**config.mk**
```make
export PLATFORM = sky130hd
export DESIGN_NAME = wb_queue
export DESIGN_NICKNAME = d
export VERILOG_FILES = /design/src/rtl/wb_pkg.sv /design/src/rtl/wb_fifo.sv /design/src/rtl/wb_queue.sv
export SDC_FILE = /design/constraint.sdc
export NUM_CORES = 1
export LEC_CHECK = 0
export BUFFER_PORTS_ARGS = -buffer_cell sky130_fd_sc_hd__buf_4
export CORE_UTILIZATION = 56
export CTS_CLUSTER_DIAMETER = 80
export DETAILED_ROUTE_END_ITERATION = 6
export GPL_ROUTABILITY_DRIVEN = 0
export GPL_TIMING_DRIVEN = 0
export PLACE_DENSITY_LB_ADDON = 0.15
export SLEW_MARGIN = 25
export SYNTH_ARGS = -nofsm -noshare
export SYNTH_HDL_FRONTEND = slang
export SYNTH_HIERARCHICAL = 1
export SYNTH_SLANG_ARGS = --single-unit
export TNS_END_PERCENT = 20
```
**constraint.sdc**
```tcl
create_clock -name clk -period 3.1 [get_ports clk]
set_clock_uncertainty 0.05 [all_clocks]
set_input_delay 0.62 -clock clk [delete_from_list [all_inputs] [get_ports clk]]
set_output_delay 0.62 -clock clk [all_outputs]
set_load 0.005 [all_outputs]
```
**src/rtl/wb_pkg.sv**
```systemverilog
// Writeback queue shared definitions.
// Purpose: default address/data widths and FIFO depth, the queued entry
//          layout, and the two arbiter priority encodings.
package wb_pkg;

  localparam int DEF_AW    = 5;
  localparam int DEF_DW    = 32;
  localparam int DEF_DEPTH = 4;

  // One pending register write: destination register and its data.
  typedef struct packed {
    logic [DEF_AW-1:0] dr;
    logic [DEF_DW-1:0] data;
  } wb_entry_t;

  // Round-robin priority encodings (state of the arbiter's priority flop).
  localparam logic [0:0] SRC_A = 1'b0;
  localparam logic [0:0] SRC_B = 1'b1;

endpackage

```
**src/rtl/wb_fifo.sv**
```systemverilog
// Synchronous FIFO of writeback entries.
// Purpose: buffers accepted register writes in order and exposes which slots
//          are occupied (with their destination registers) for hazard checks.
// Ports:
//   clk, reset          clock, asynchronous active-low reset
//   push, push_entry    enqueue request (ignored when full)
//   pop                 dequeue request (ignored when empty)
//   head                entry at the read pointer (stale when empty)
//   count, full, empty  occupancy status
//   occ                 one bit per storage slot, 1 = slot holds a live entry
//   occ_dr              destination register of every slot, slot i at [i*AW +: AW]
module wb_fifo
  import wb_pkg::*;
#(
  parameter int DEPTH = DEF_DEPTH
) (
  input  logic                       clk,
  input  logic                       reset,
  input  logic                       push,
  input  wb_entry_t                  push_entry,
  input  logic                       pop,
  output wb_entry_t                  head,
  output logic [$clog2(DEPTH+1)-1:0] count,
  output logic                       full,
  output logic                       empty,
  output logic [DEPTH-1:0]           occ,
  output logic [DEPTH*DEF_AW-1:0]    occ_dr
);

  localparam int PW = $clog2(DEPTH);
  localparam int CW = $clog2(DEPTH+1);

  wb_entry_t       mem [DEPTH];
  logic [PW-1:0]   wr_ptr;
  logic [PW-1:0]   rd_ptr;
  logic            do_push;
  logic            do_pop;

  assign full    = (count == CW'(DEPTH));
  assign empty   = (count == '0);
  assign do_push = push & ~full;
  assign do_pop  = pop & ~empty;
  assign head    = mem[rd_ptr];

  // DEPTH is a power of two, so the pointers wrap by plain overflow.
  always_ff @(posedge clk or negedge reset) begin
    if (!reset) begin
      wr_ptr <= '0;
      rd_ptr <= '0;
      count  <= '0;
    end else begin
      if (do_push) wr_ptr <= wr_ptr + PW'(1);
      if (do_pop)  rd_ptr <= rd_ptr + PW'(1);
      case ({do_push, do_pop})
        2'b10:   count <= count + CW'(1);
        2'b01:   count <= count - CW'(1);
        default: count <= count;
      endcase
    end
  end

  // Storage needs no reset: occupancy is tracked by the pointers and count.
  always_ff @(posedge clk) begin
    if (do_push) mem[wr_ptr] <= push_entry;
  end

  // A slot is live when its distance from the read pointer is below count.
  for (genvar g = 0; g < DEPTH; g++) begin : g_slot
    logic [PW-1:0] rel;
    assign rel                          = PW'(g) - rd_ptr;
    assign occ[g]                       = (CW'(rel) < count);
    assign occ_dr[g*DEF_AW +: DEF_AW]   = mem[g].dr;
  end

endmodule

```
**src/rtl/wb_queue.sv**
```systemverilog
// Writeback queue in front of the register bank.
// Purpose: accepts register writes from two producers (A: ALU, B: load unit),
//          arbitrates round-robin, buffers them in order and drains one per
//          cycle into the bank; flags pending writes to the bank's read
//          addresses.
// Handshake: a source transfers at a rising edge when its valid and ready are
//          both 1. Ready never depends on the source's own valid; it depends
//          only on full, the priority flop and the other source's valid.
// Ports:
//   clk, reset                         clock, asynchronous active-low reset
//   a_valid/a_dr/a_data, a_ready        source A request / accept
//   b_valid/b_dr/b_data, b_ready        source B request / accept
//   wb_stall                            bank write port busy this cycle
//   write, dr, wdata                    bank write port (head of queue)
//   sr1, sr2 -> hz1, hz2                pending write to a bank read address
//   count, full, empty                  queue occupancy
// AW/DW must match the package widths used by wb_entry_t.
module wb_queue
  import wb_pkg::*;
#(
  parameter int DEPTH = DEF_DEPTH,
  parameter int AW    = DEF_AW,
  parameter int DW    = DEF_DW
) (
  input  logic                       clk,
  input  logic                       reset,
  input  logic                       a_valid,
  input  logic [AW-1:0]              a_dr,
  input  logic [DW-1:0]              a_data,
  output logic                       a_ready,
  input  logic                       b_valid,
  input  logic [AW-1:0]              b_dr,
  input  logic [DW-1:0]              b_data,
  output logic                       b_ready,
  input  logic                       wb_stall,
  output logic                       write,
  output logic [AW-1:0]              dr,
  output logic [DW-1:0]              wdata,
  input  logic [AW-1:0]              sr1,
  input  logic [AW-1:0]              sr2,
  output logic                       hz1,
  output logic                       hz2,
  output logic [$clog2(DEPTH+1)-1:0] count,
  output logic                       full,
  output logic                       empty
);

  logic [0:0]          prio;
  logic                a_fire;
  logic                b_fire;
  wb_entry_t           push_entry;
  wb_entry_t           head;
  logic [DEPTH-1:0]    occ;
  logic [DEPTH*AW-1:0] occ_dr;

  // Arbiter: the source holding priority may always go (unless full); the
  // other one only when the priority holder is idle. Full blocks both even
  // if the head pops in the same cycle.
  assign a_ready = ~full & ((prio == SRC_A) | ~b_valid);
  assign b_ready = ~full & ((prio == SRC_B) | ~a_valid);
  assign a_fire  = a_valid & a_ready;
  assign b_fire  = b_valid & b_ready;

  always_comb begin
    push_entry = '0;
    if (a_fire) begin
      push_entry.dr   = a_dr;
      push_entry.data = a_data;
    end else begin
      push_entry.dr   = b_dr;
      push_entry.data = b_data;
    end
  end

  always_ff @(posedge clk or negedge reset) begin
    if (!reset)      prio <= SRC_A;
    else if (a_fire) prio <= SRC_B;
    else if (b_fire) prio <= SRC_A;
  end

  wb_fifo #(.DEPTH(DEPTH)) u_fifo (
    .clk        (clk),
    .reset      (reset),
    .push       (a_fire | b_fire),
    .push_entry (push_entry),
    .pop        (write),
    .head       (head),
    .count      (count),
    .full       (full),
    .empty      (empty),
    .occ        (occ),
    .occ_dr     (occ_dr)
  );

  // Drain: the head is presented whenever present; it pops on a write edge.
  assign write = ~empty & ~wb_stall;
  assign dr    = empty ? '0 : head.dr;
  assign wdata = empty ? '0 : head.data;

  // Hazards cover every live entry, including the head being written now.
  always_comb begin
    hz1 = 1'b0;
    hz2 = 1'b0;
    for (int i = 0; i < DEPTH; i++) begin
      if (occ[i] && (occ_dr[i*AW +: AW] == sr1)) hz1 = 1'b1;
      if (occ[i] && (occ_dr[i*AW +: AW] == sr2)) hz2 = 1'b1;
    end
  end

endmodule
```
==> impl_metrics.yaml <==
status:
  outcome: "completed"
die:
  die_area_mm2: 0.0135
  num_rows: 41
  die_y_um: 116
  core_mm2: 0.0127
  start_util_pct: 57.8
  io_pins: 136
  die_w_um: 116
layout:
  final_area_mm2: 0.00926
  drive_gt1_share_pct: 49.2
  area_delta_synth_final_pct: 26.5
  n_antenna_cell: 0
  nets: 677
  multi_input_area_mm2: 0.00241
  ff_latch_area_mm2: 0.00465
  nFillCells: 784
pwr:
  ir_drop_uv: 598
  power_density_mw_per_mm2: 1030
  static-leakage-power_uw: 0.00359
  total_power_uw: 9530
worst_setup_path:
  reg2reg_from: "u_fifo/count[0]"
  crit_path_end: "hz1"
  crit_path_max_fanout: 7
  path_cells: "buf_6 -> buf_12 -> xor2_4 -> inv_2 -> ha_1 -> a21oi_1 -> or2_1 -> and3_1 -> a31oi_1 -> nand3_1 -> buf_4"
  cp.arrival_ps: 2310
  cp.required_ps: 2430
  r2r_end: "u_fifo/count[2]"
  critical_path_class: "reg -> out"
  crit_slowest_cell: "dfrtp_1"
  cp_top_family: "simple AND/OR/NAND/NOR gates"
  end_kind: "output pin"
  cp-startpoint: "u_fifo/rd_ptr[0]"
  cp_num_cells: 11
  start_kind: "flop"
  r2r_cells: 11
  r2r_slack_ps: 330
  crit_buf_inv: 4
  max_stage_delay_ps: 370
routing:
  drtIter0Drc: 339
  drcViolationCount: 0
  first_pass_iters: 4
  wl_per_cell_um: 19.7
  ant_nets: 0
  vias: 4143
  viasPerCell: 5.44
  wirelength_mm: 15.0
yosys:
  yosys_warnings: 6
  syn_nets: 519
  netlist_instances: 420
  synth_seq_area_share_pct: 63.4
  synth_seq_cells: 156
  ys.flop_type: "edfxtp_1"
  syn_area_mm2: 0.00732
  synth_edf_count: 148
  ys_types: 34
  async_reset_ff_share_pct: 5.13
  synth_area_per_cell_um2: 17.4
sta:
  slew_violations: 0
  rsz0062_at_grt: "yes"
  period_share_pct: 96.1
  max_freq_mhz: 336
  finalHoldViolations: 0
  worst_pin_slew_ps: 1020
  setup_violations: 0
  period_minus_slack_ps: 2980
  slew_headroom_pct: 31.7
global_routing:
  met3_usage_pct: 5.19
  grt-busiest-layer: "met2"
  grt-ovfl-total: 0
  grt_use_total_pct: 23.9
  use_met2_pct: 40.7
  grt_pass1_wl_mm: 22.7
  grt_max_degree: 38
  grt_pass1_vias: 4104
  use_met1_pct: 31.2
  grt_antenna_before_repair: 0
clocking:
  clkTransAtPathRegs_ps: 60
  cts_tree: "done"
  cts_made_buffers: 17
  cts_root_buffer: "clkbuf_16"
  clkSinkCount: 156
  cts_htree_levels: 4
  insertion_delay_ps: 410
  cts.path.max_buffers: 2
run:
  drv_cap: 0
placed_design:
  placedInstanceArea_mm2: 0.00855
  io_buffers: 135
  dpl.hpwl_mm: 9.69
hold_path:
  min_path_type: "in -> reg"
## sequential cells by signal, indices dropped and copies added (netlist names)
register	flops
prio	1
u_fifo/count	3
u_fifo/mem	148
u_fifo/rd_ptr	2
u_fifo/wr_ptr	2
## worst min path at each step
stage | slack, ps | to | startpoint | cells past startpoint
after detailed placement | 390 | prio | reset | 1
final | 490 | u_fifo/mem[3][23] | b_data[23] | 2
after global placement | 390 | prio | reset | 1
after floorplan | 270 | prio | reset | 0
after CTS | 470 | u_fifo/mem[1][24] | a_data[24] | 2
after global routing | 480 | u_fifo/mem[2][22] | b_data[22] | 2
## Yosys cell counts, types with 5 or more instances
cell | number | area share [%]
a21oi_1 | 5 | 0.34
buf_2 | 6 | 0.41
buf_4 | 21 | 2.2
dfrtp_1 | 8 | 2.7
edfxtp_1 | 148 | 61
ha_1 | 9 | 1.5
inv_1 | 10 | 0.51
mux2_2 | 18 | 2.8
mux2_4 | 20 | 4.1
mux4_2 | 37 | 11
nand3_1 | 6 | 0.41
nor2b_1 | 37 | 3.2
nor4_1 | 8 | 0.68
xnor2_1 | 11 | 1.3
xor2_1 | 36 | 4.3
## routing by layer
layer / vias to the layer above / wire length (um) / part of all wire [%]
li1: 1896 / - / -
met1: 2080 / 6120 / 41
met2: 151 / 7930 / 53
met3: 16 / 830 / 5.5
met4: 0 / 148 / 0.99
met5: - / 0 / 0
## where the power goes
group / switching, uW / leakage, uW / total [uW] / internal (uW)
Combinational: 1910 / 0.00184 / 3980 / 2070
Sequential: 209 / 0.00145 / 3390 / 3180
Clock: 807 / 0.000297 / 2150 / 1350
## layout make-up
type / count / area share [%]
Tap cell: 172 / 2.32
Timing Repair Buffer: 139 / 11.3
Clock inverter: 14 / 2.12
Inverter: 10 / 0.405
Sequential cell: 156 / 50.2
Buffer: 38 / 3.09
Clock buffer: 17 / 4.59
Multi-Input combinational cell: 216 / 26.0
## placed cells by master, fill, tap and decap left out, drive strengths merged, types with 2 or more instances in the layout
cell	n
a21oi	6
a31oi	2
and3	6
buf	173
bufinv	4
clkbuf	20
clkinv	7
clkinvlp	2
dfrtp	8
edfxtp	148
ha	9
inv	11
mux2	38
mux4	37
nand2	4
nand3	6
nor2	4
nor2b	37
nor4	8
o21ai	2
or2	3
xnor2	11
xor2	36
## repair_timing
action,4_1_cts,5_1_grt
hold buffers,1,0
hold endpoints to repair,8,0
buffers inserted,0,3
setup endpoints to repair,22,18
pin swaps,0,3
gates resized for setup,9,12
## kinds of logic (layout without fill, tap and decap cells)
group,count (synthesis),in the layout,synth area share [%]
buffers and inverters,48,218,3.95
flip-flops,156,156,63.4
AND/OR/NAND/NOR,72,72,5.93
AO/OA/AOI/OAI,12,12,1.01
multiplexers,75,75,18.3
adder cells (fa/ha/maj),10,10,1.81
XOR/XNOR,47,47,5.62
## through the flow
stage	TNS (ps)	cells	utilization [%]	hold slack (ps)	setup WS, ps
floorplan	0	420	-	274	584
CTS	0	759	72.7	471	4.28
global placement	0	727	67.5	394	107
detailed placement	0	727	67.5	393	86.0
finish	0	762	73.1	488	121
global route	-124	762	73.1	476	-124
Power figures use the tool's default switching activity.
